<file path="config.mk">
export PLATFORM = sky130hd
export DESIGN_NAME = cpu_oci_dct_packer
export DESIGN_NICKNAME = d
export VERILOG_FILES = /design/src/rtl/cpu_oci_dct_packer.sv
export SDC_FILE = /design/constraint.sdc
export NUM_CORES = 1
export LEC_CHECK = 0
export BUFFER_PORTS_ARGS = -buffer_cell sky130_fd_sc_hd__buf_2
export CORE_MARGIN = 3
export CORE_UTILIZATION = 50
export DETAILED_ROUTE_END_ITERATION = 8
export PLACE_DENSITY = 0.75
export SYNTH_ARGS = -nofsm -noshare
export SYNTH_HDL_FRONTEND = slang
export SYNTH_SLANG_ARGS = --single-unit
</file>
<file path="constraint.sdc">
create_clock -name clk -period 3.3 [get_ports clk]
set_input_delay 0.99 -clock clk [delete_from_list [all_inputs] [get_ports clk]]
set_output_delay 0.99 -clock clk [all_outputs]
set_load 0.01 [all_outputs]
</file>
<file path="src/rtl/cpu_oci_dct_packer.sv">
// OCI data-trace packer: packs 2-bit trace codes LSB-first into 30-bit frames on a valid/ready port.
// Optional build macro DCT_DROP_COUNT_EN enables the saturating dropped-code counter.
//
// state | meaning
// RUN   | accepting codes, emitting full frames
// FLUSH | end of run requested, emitting any partial frame
// DRAIN | waiting for the last offered frame to be taken
// ENDED | run finished, terminal until reset
module cpu_oci_dct_packer #(
  parameter int SLOT_W = 2,
  parameter int SLOTS  = 15,
  parameter int CNT_W  = 4,
  localparam int BUF_W = SLOT_W * SLOTS
) (
  input  logic              clk,
  input  logic              reset,
  input  logic              dt_code_valid,
  input  logic [SLOT_W-1:0] dt_code,
  input  logic              flush_req,
  output logic [BUF_W-1:0]  dct_buffer,
  output logic [CNT_W-1:0]  dct_count,
  output logic              dct_valid,
  input  logic              dct_ready,
  output logic              test_ending,
  output logic              test_has_ended,
  output logic [15:0]       dct_drop_count
);

  typedef enum logic [1:0] {
    ST_RUN   = 2'd0,
    ST_FLUSH = 2'd1,
    ST_DRAIN = 2'd2,
    ST_ENDED = 2'd3
  } state_t;

  localparam logic [CNT_W-1:0] SLOTS_C = CNT_W'(SLOTS);

  state_t             state_q, state_d;
  logic [BUF_W-1:0]   asm_buf_q, asm_buf_d;
  logic [CNT_W-1:0]   asm_cnt_q, asm_cnt_d;
  logic [BUF_W-1:0]   dct_buffer_q, dct_buffer_d;
  logic [CNT_W-1:0]   dct_count_q, dct_count_d;
  logic               dct_valid_q, dct_valid_d;
  logic               test_ending_q, test_ending_d;
  logic               test_has_ended_q, test_has_ended_d;

  logic               out_free;
  logic               code_acc;
  logic [BUF_W-1:0]   buf_acc;
  logic [CNT_W-1:0]   cnt_acc;
  logic               load_full;
  logic               load_part;

  always_comb begin
    out_free = !dct_valid_q || dct_ready;
    code_acc = (state_q == ST_RUN) && dt_code_valid && (asm_cnt_q < SLOTS_C);

    // Assembly contents including a code accepted this cycle
    buf_acc = asm_buf_q;
    if (code_acc) begin
      buf_acc[asm_cnt_q*SLOT_W +: SLOT_W] = dt_code;
    end
    cnt_acc = asm_cnt_q + CNT_W'(code_acc);

    load_full = (state_q == ST_RUN) && (cnt_acc == SLOTS_C) && out_free;
    load_part = (state_q == ST_FLUSH) && (asm_cnt_q != '0) && out_free;
  end

  always_comb begin
    state_d          = state_q;
    asm_buf_d        = buf_acc;
    asm_cnt_d        = cnt_acc;
    dct_buffer_d     = dct_buffer_q;
    dct_count_d      = dct_count_q;
    dct_valid_d      = dct_valid_q;
    test_ending_d    = test_ending_q;
    test_has_ended_d = test_has_ended_q;

    if (load_full) begin
      dct_buffer_d = buf_acc;
      dct_count_d  = SLOTS_C;
      dct_valid_d  = 1'b1;
      asm_buf_d    = '0;
      asm_cnt_d    = '0;
    end else if (load_part) begin
      dct_buffer_d = asm_buf_q;
      dct_count_d  = asm_cnt_q;
      dct_valid_d  = 1'b1;
      asm_buf_d    = '0;
      asm_cnt_d    = '0;
    end else if (dct_ready) begin
      dct_valid_d = 1'b0;
    end

    case (state_q)
      ST_RUN: begin
        if (flush_req) begin
          state_d       = ST_FLUSH;
          test_ending_d = 1'b1;
        end
      end
      ST_FLUSH: begin
        if (asm_cnt_q == '0) begin
          state_d = ST_DRAIN;
        end
      end
      ST_DRAIN: begin
        if (!dct_valid_q || dct_ready) begin
          state_d          = ST_ENDED;
          test_has_ended_d = 1'b1;
        end
      end
      default: begin
        state_d = ST_ENDED;
      end
    endcase
  end

  always_ff @(posedge clk) begin
    if (reset) begin
      state_q          <= ST_RUN;
      asm_buf_q        <= '0;
      asm_cnt_q        <= '0;
      dct_buffer_q     <= '0;
      dct_count_q      <= '0;
      dct_valid_q      <= 1'b0;
      test_ending_q    <= 1'b0;
      test_has_ended_q <= 1'b0;
    end else begin
      state_q          <= state_d;
      asm_buf_q        <= asm_buf_d;
      asm_cnt_q        <= asm_cnt_d;
      dct_buffer_q     <= dct_buffer_d;
      dct_count_q      <= dct_count_d;
      dct_valid_q      <= dct_valid_d;
      test_ending_q    <= test_ending_d;
      test_has_ended_q <= test_has_ended_d;
    end
  end

`ifdef DCT_DROP_COUNT_EN
  logic        code_drop;
  logic [15:0] drop_cnt_q, drop_cnt_d;

  always_comb begin
    code_drop  = dt_code_valid && !code_acc;
    drop_cnt_d = drop_cnt_q;
    if (code_drop && (drop_cnt_q != 16'hFFFF)) begin
      drop_cnt_d = drop_cnt_q + 16'd1;
    end
  end

  always_ff @(posedge clk) begin
    if (reset) begin
      drop_cnt_q <= '0;
    end else begin
      drop_cnt_q <= drop_cnt_d;
    end
  end

  assign dct_drop_count = drop_cnt_q;
`else
  assign dct_drop_count = '0;
`endif

  assign dct_buffer     = dct_buffer_q;
  assign dct_count      = dct_count_q;
  assign dct_valid      = dct_valid_q;
  assign test_ending    = test_ending_q;
  assign test_has_ended = test_has_ended_q;

endmodule

</file>
# Yosys cells after proc, flatten, opt, wreduce, memory -nomap -nowiden
# Cells that the tools add are included.
# word_totals
word_cells	49
regBits	73
out_inout_bits	53
input_bits	7
# op_classes
addsub	2
mux	13
n_eq_ne	6
order_cmp	1
shifts	2
n_reduce_logical	17
# op_table
operator	count
30-bit 2-to-1 mux	3
5-bit negation with 34-bit output	1
2-bit by 34-bit variable shift with 30-bit output, first input constant	1
2-bit by 34-bit indexed part select with 30-bit output	1
30-bit bitwise mux	1
4-bit 2-to-1 mux	2
1-bit logical AND	6
2-bit 2-to-1 mux	3
2-bit case mux with 3 select lines	1
4-bit by 1-bit adder with 4-bit output	1
4-bit == test, second input constant	1
4-bit zero test	1
4-bit less-than comparator, second input constant	1
2-bit inequality test, second input constant	2
2-bit AND reduction	2
4-bit nonzero test	1
1-bit 2-to-1 mux	3
3-bit AND reduction	1
3-bit nonzero test	1
3-bit OR reduction	1
2-bit by 1-bit == test with 1-bit output, second input constant	1
2-bit == test, second input constant	1
2-bit zero test	1
2-bit by 1-bit inequality test with 1-bit output, second input constant	1
3 further kinds	3

# Logic depth before layout (Yosys ltp)
# Gate-level depths: netlist of run 1.
# logic_depth
depth_word	8
depth_mapped	12
mapped_depth_nobuf	10

# Worst setup path after synthesis of run 1
# Ideal clock, no wire load.
# synth_path
path_kind	input to register
start	in dt_code_valid
end	reg dct_buffer_q[28] (netlist: dct_buffer[28])
t_arrival_ns	3.010
setup_ns	0.137
stages	11
path_slack_ns	0.153
required_ns	3.163
path_buffers	2
cell_sequence	or3b_4 > nor2_1 > ha_1 > ha_1 > and2_1 > and4_1 > a21o_1 > nand2b_1 > clkbuf_1 > buf_2 > o221ai_1
# synth_between
elab_chain_cells	7
word_cells_on_any_way	9
cone_classes	add/sub: 1; eq/ne: 1; mux: 2; reduce/logical: 5
# synth_rtl
item	line_no	source
start: declaration	17	input logic dt_code_valid,
1-bit logical AND * (2 in a row)	56	code_acc = (state_q == ST_RUN) && dt_code_valid && (asm_cnt_q < SLOTS_C);
4-bit by 1-bit adder with 4-bit output *	63	cnt_acc = asm_cnt_q + CNT_W'(code_acc);
named net cnt_acc[1]	50	logic [CNT_W-1:0] cnt_acc;
4-bit == test *	65	load_full = (state_q == ST_RUN) && (cnt_acc == SLOTS_C) && out_free;
1-bit logical AND * (2 in a row)	65	
30-bit 2-to-1 mux or 2-bit nonzero test (tied branches)	--	
end signal: assignment	133	dct_buffer_q <= dct_buffer_d;
end: declaration	41	logic [BUF_W-1:0] dct_buffer_q, dct_buffer_d;
# The timed path passes the listed nets; every way through them passes the cells marked *.
# A chain may end at the register's enable or synchronous reset.

# Worst setup path in the final report of run 1
# layout_path
start	in dt_code_valid
end	reg dct_buffer_q[23] (netlist: dct_buffer[23])
# The elaborated chain is that of the path after synthesis.

==> results of run 1 <==
==> worst max-delay path, stage by stage <==
cell and delay (ns):
buf_2 0.09, or3b_4 0.41, nor2_1 0.14, ha_1 0.20, ha_1 0.25, and2_1 0.15
and4_1 0.21, a211oi_2 0.30, buf_4 0.23, a22oi_1 0.09, a21oi_1 0.15
==> cells by family (layout without fill, tap and decap cells) <==
kind of cell / Yosys count / in the layout
flops: 73 / 73
fa+ha+maj: 7 / 7
mux: 41 / 41
buf+inv: 51 / 80
simple gates: 139 / 139
other cells: 1 / 16
compound gates: 54 / 54
xor+xnor: 2 / 2
==> registers in the layout (all words and copies together) (netlist names) <==
name            flops
dct_count           4
asm_cnt_q           4
state_q             2
test_ending         1
dct_valid           1
dct_buffer         30
asm_buf_q          30
test_has_ended      1
==> cell type report <==
type | count | share of cell area, %
inverter | 8 | 0.784
multi-input combinational | 259 | 45.2
clock buffer | 12 | 3.79
clock inverter | 4 | 0.751
timing repair buffer | 56 | 8.82
sequential | 73 | 38.2
tap | 77 | 2.52
==> cell usage after synthesis, types with 2 or more instances <==
cell type  instances
a211oi_1          16
a21oi_1            8
a22oi_1            7
and2_1             2
and4_1             2
and4bb_2           2
buf_2              6
buf_4             17
buf_6              4
clkbuf_1          10
clkbuf_8           5
dfxtp_1           73
ha_1               7
inv_1              8
mux2_2            12
mux2i_1           29
nand2_1           22
nand2b_1           9
nand3_1            4
nand3b_1          12
nand4_1            4
nor2_1            57
nor3_1            11
nor3b_1            2
nor4b_1            4
o221ai_1          11
o22ai_1            5
xnor2_1            2
==> power breakdown <==
group / leakage, nW / internal (W) / switching, W
Sequential: 0.589 / 0.000901 / 0.0000203
Clock: 0.0826 / 0.000294 / 0.000330
Combinational: 1.00 / 0.000102 / 0.000172
Total: 1.68 / 0.00130 / 0.000522
==> worst max path at each step <==
stage,cells after the start,slack [ns],start,end
after global placement,11,0.16,dt_code_valid,dct_count[1]
after detailed placement,11,0.02,dt_code_valid,dct_buffer[23]
after floorplan,11,0.15,dt_code_valid,dct_buffer[28]
after global routing,11,0.05,asm_cnt_q[1],dct_buffer[1]
after CTS,11,0.38,asm_cnt_q[1],dct_count[2]
final,11,0.38,dt_code_valid,dct_buffer[23]
==> through the flow <==
| stage | cells | util (%) | hold slack [ns] |
|---|---|---|---|
| 2_1_floorplan | 383 | - | 0.476 |
| 3_3_place_gp | 473 | 56.0 | 0.448 |
| 3_5_place_dp | 473 | 56.0 | 0.460 |
| 4_1_cts | 489 | 58.6 | 0.479 |
| 5_1_grt | 489 | 58.6 | 0.520 |
| 6_report | 489 | 58.6 | 0.476 |
==> routing by layer <==
metal	track usage [%]	vias up	part of all wire (%)
li1	-	1351	-
met1	25.3	1287	46
met2	32.7	74	46
met3	6.45	13	5.5
met4	7.44	0	1.9
met5	0	-	0
==> flow_summary.json, run 1 <==
{
  "path_clk_slew_ns": 0.07,
  "leakagePower_nw": 1.68,
  "ys_ff_latch": 73,
  "timing_worst_slew_pin_value_ns": 0.700,
  "ys_types": 45,
  "clockBufferDepth": 2,
  "synthTopCellsByArea": "dfxtp_1, mux2i_1, nor2_1",
  "reg2reg_slack_ns": 0.38,
  "synth_xor_area_share_pct": 0.505,
  "area_growth_pct": 10.5,
  "vias": 2725,
  "numCtsBuffers": 9,
  "wl_um": 7400,
  "dieWidth_um": 89.3,
  "grt_max_degree": 40,
  "yosys.area.top_type": "dfxtp_1",
  "worstSkewPairLatency_ns": 0.36,
  "fmax_ghz": 0.342,
  "grt_pass1_wl_um": 12100,
  "power.total_w": 0.00182,
  "coreArea_um2": 6530,
  "cts_max_level": 3,
  "synth_top_area_share_pct": 42.2,
  "period_needed_ns": 2.92,
  "setup-tns-final_ns": 0,
  "cts_tree": "built",
  "ys.flop_type": "dfxtp_1",
  "io_pins": 60,
  "setup_viol": 0,
  "yosysWarnings": 0,
  "place_congestion": 0.855,
  "drive_above_1_share_pct": 22.3,
  "post_cts_resized": 0,
  "min_path_type": "flop to flop",
  "worst_slack_ns": 0.377,
  "routed_via_density": 5.57,
  "start_util_pct": 53.1,
  "path_class": "input pin to flop",
  "start_kind": "input pin",
  "register_area_um2": 1460,
  "grt_setup_unrepaired": "no",
  "synth_compound_area_share_pct": 12.0,
  "slew_headroom_pct": 52.9,
  "synth_area_um2": 3470,
  "final_cell_mix": "dfxtp_1, nor2_1, buf_2",
  "max_cap_viol_count": 0,
  "clock_skew_ns": 0.00821,
  "slew_violations": 0,
  "dr.pass1.iters": 4,
  "hold_viol": 0,
  "root_buffer": "clkbuf_8",
  "drt_iter0_markers": 171,
  "worstHoldStart": "test_ending",
  "place_area_um2": 3660,
  "rows": 29,
  "syn_avg_cell_area_um2": 9.42,
  "stdcell_area_um2": 3830,
  "synthAdderAreaFrac_pct": 2.53,
  "place_ws_ns": 0.0152,
  "reg2regPathDepth": 11,
  "drc": 0,
  "rr_endpoint": "dct_buffer[1]",
  "overflow": 0,
  "diodes": 0,
  "yosys.area_share.simple_pct": 20.6,
  "cts_setup_buffers": 0,
  "portBuffers": 43,
  "worstSetupEndpointType": "flop",
  "multiInputGateArea_um2": 1730,
  "wl_per_cell_um": 15.1,
  "irDropWorstVdd_v": 0.000250,
  "post_synth_inst_count": 368,
  "final_nets": 421,
  "grt_pass1_vias": 2553,
  "final_common_cell": "dfxtp_1",
  "dieHeight_um": 89.3,
  "dieArea_um2": 7970,
  "ys_seq_area_share_pct": 42.2,
  "ant_nets": 0,
  "synth_edf_count": 0,
  "rr_startpoint": "asm_cnt_q[1]",
  "fillers": 604,
  "grtUsageTotal_pct": 20.2,
  "place_hpwl_um": 5260,
  "hold_buffers": 0,
  "synthMuxAreaShare_pct": 12.3,
  "min_delay_worst_endpoint": "test_ending",
  "crit_fanout": 11,
  "worst_ep_arrival_time_ns": 3.21,
  "status": "complete, no violations",
  "period_share_pct": 88.6,
  "cts_sinks": 73,
  "powerDensity_nw_per_um2": 475,
  "antenna_found_initial": 0,
  "synth_top_family_by_area": "simple AND/OR/NAND/NOR gates",
  "required_ns": 3.59,
  "whs_path_depth": 2,
  "async_flop_share_pct": 0
}
Power figures use the tool's default switching activity.
==> run 2, diff against run 1 <==
--- a/config.mk
+++ b/config.mk
@@ -5,6 +5,7 @@
 export SDC_FILE = /design/constraint.sdc
 export NUM_CORES = 1
 export LEC_CHECK = 0
+export ABC_AREA = 1
 export BUFFER_PORTS_ARGS = -buffer_cell sky130_fd_sc_hd__buf_2
 export CORE_MARGIN = 3
 export CORE_UTILIZATION = 50
==> flow_summary.json, run 2 <==
{
  "required_ns": 3.56,
  "stdcell_area_um2": 4120,
  "hold_viol": 0,
  "hold_buffers": 0,
  "synth_area_um2": 3690,
  "final_common_cell": "nand2_1",
  "place_area_um2": 3890,
  "place_hpwl_um": 6100,
  "rr_endpoint": "asm_buf_q[27]",
  "yosysWarnings": 0,
  "crit_end": "asm_buf_q[27]",
  "grt_max_degree": 31,
  "portBuffers": 43,
  "drt_iter0_markers": 206,
  "reg2regPathDepth": 15,
  "cts_tree": "built",
  "worstSetupEndpointType": "flop",
  "status": "complete, no violations",
  "antenna_found_initial": 0,
  "setup-tns-final_ns": 0,
  "cp_cell_sequence": "ha_1, nand3_1, nand3_2, inv_2, ha_1, ha_1, nand2_1, nand3b_1, nor2_1, nand2_2, nand2_4, nor2_8, inv_2, buf_12, a21oi_1",
  "diodes": 0,
  "ys_types": 33,
  "min_path_type": "flop to flop",
  "async_flop_share_pct": 0,
  "grt_setup_unrepaired": "no",
  "fmax_ghz": 0.348,
  "drive_above_1_share_pct": 18.0,
  "root_buffer": "clkbuf_8",
  "grtUsageTotal_pct": 20.7,
  "path_clk_slew_ns": 0.07,
  "reg2reg_slack_ns": 0.43,
  "worst_ep_arrival_time_ns": 3.14,
  "dr.pass1.iters": 5,
  "cp_slowest_cell": "dfxtp_1",
  "wl_per_cell_um": 12.5,
  "overflow": 0,
  "place_congestion": 0.929,
  "cp.depth": 15,
  "rr_startpoint": "asm_cnt_q[0]",
  "setup_viol": 0,
  "rows": 30,
  "post_cts_resized": 0,
  "ys_seq_area_share_pct": 39.6,
  "critPathLaunch": "asm_cnt_q[0]",
  "vias": 3233,
  "synth_top_area_share_pct": 39.6,
  "cts_setup_buffers": 0,
  "io_pins": 60,
  "ys.flop_type": "dfxtp_1",
  "numCtsBuffers": 9,
  "grt_busiest_layer": "met2",
  "crit_fanout": 30,
  "final_cell_mix": "nand2_1, dfxtp_1, inv_1",
  "ys_ff_latch": 73,
  "grt_pass1_wl_um": 14100,
  "max_cap_viol_count": 0,
  "dieWidth_um": 91.9,
  "period_share_pct": 87.0,
  "start_kind": "flop",
  "final_nets": 577,
  "irDropWorstVdd_v": 0.000252,
  "leakagePower_nw": 1.92,
  "area_growth_pct": 11.7,
  "ant_nets": 0,
  "coreArea_um2": 6980,
  "grt.met2_usage_pct": 33.0,
  "post_synth_inst_count": 521,
  "synth_commonest_cells": "nand2_1, dfxtp_1, inv_1, nor2_1, nand3_1",
  "crit_family": "simple AND/OR/NAND/NOR gates",
  "clockBufferDepth": 2,
  "wl_um": 8330,
  "routed_via_density": 4.87,
  "drc": 0,
  "grt_use_met1_pct": 27.7,
  "slew_violations": 0,
  "synthTopCellsByArea": "dfxtp_1, nand2_1, inv_1",
  "start_util_pct": 52.8,
  "cts_max_level": 3,
  "grt_pass1_vias": 3051,
  "path_class": "flop to flop",
  "dieArea_um2": 8440,
  "period_needed_ns": 2.87,
  "powerDensity_nw_per_um2": 499,
  "syn_avg_cell_area_um2": 7.08,
  "critPathBufInv": 3,
  "yosys.area.top_type": "dfxtp_1",
  "worstSkewPairLatency_ns": 0.34,
  "clock_skew_ns": 0.00813,
  "cts_sinks": 73,
  "cpMostUsedCell": "ha_1",
  "synth_edf_count": 0,
  "crit_path_max_incr_delay_ns": 0.54,
  "gr-usage-met3_pct": 3.53,
  "dieHeight_um": 91.9,
  "hold-worst-slack_ns": 0.450,
  "yosysMostFrequentCell": "nand2_1"
}
[run 2: how the worst min path moves through the flow]
| stage | depth (start not counted) | from | endpoint |
|---|---|---|---|
| 3_3_place_gp | 2 | dct_buffer[21] | dct_buffer[21] |
| 3_5_place_dp | 2 | dct_buffer[8] | dct_buffer[8] |
| 5_1_grt | 2 | dct_buffer[22] | dct_buffer[22] |
| 2_1_floorplan | 2 | asm_buf_q[0] | dct_buffer[0] |
| 4_1_cts | 2 | dct_buffer[4] | dct_buffer[4] |
| 6_report | 2 | dct_buffer[4] | dct_buffer[4] |
[run 2: worst min-delay path, stage by stage (launching register included)]
cell,delay [ns]
dfxtp_1,0.31
nand2_1,0.06
nand2_1,0.04
[run 2: area by class of cell]
type,instances,area [um2]
Fill cell,660,2860
Sequential cell,73,1460
Timing Repair Buffer,50,280
Clock buffer,14,163
Clock inverter,2,60.1
Multi-Input combinational cell,362,1780
Tap cell,96,120
Inverter,67,251
[run 2: kinds of logic after synthesis]
| kind of cell | count (synthesis) | synth area share [%] |
|---|---|---|
| XOR/XNOR | 2 | 0.475 |
| buffers and inverters | 101 | 13.6 |
| AND/OR/NAND/NOR | 269 | 32.7 |
| adder cells (fa/ha/maj) | 7 | 2.38 |
| flip-flops | 73 | 39.6 |
| other | 1 | 0.102 |
| AO/OA/AOI/OAI | 68 | 11.2 |
[run 2: power breakdown]
group / internal (W) / switching [W]
Sequential: 0.000910 / 0.0000262
Combinational: 0.000103 / 0.000234
Clock: 0.000469 / 0.000315
[run 2: layer usage]
layer  vias up  share of wire (%)
met5         -                  0
met4         0                1.7
met3        14                6.1
met2       118                 45
met1      1422                 48
li1       1679                  -
[run 2: stage by stage]
stage	std cells	setup slack [ns]	total power [W]	utilization [%]
after detailed placement	648	0.361	0.00129	55.8
after floorplan	536	0.684	0.00123	-
after global placement	648	0.426	0.00128	55.8
after CTS	664	0.431	0.00207	59.0
final	664	0.428	0.00206	59.0
after global routing	664	0.174	0.00216	59.0
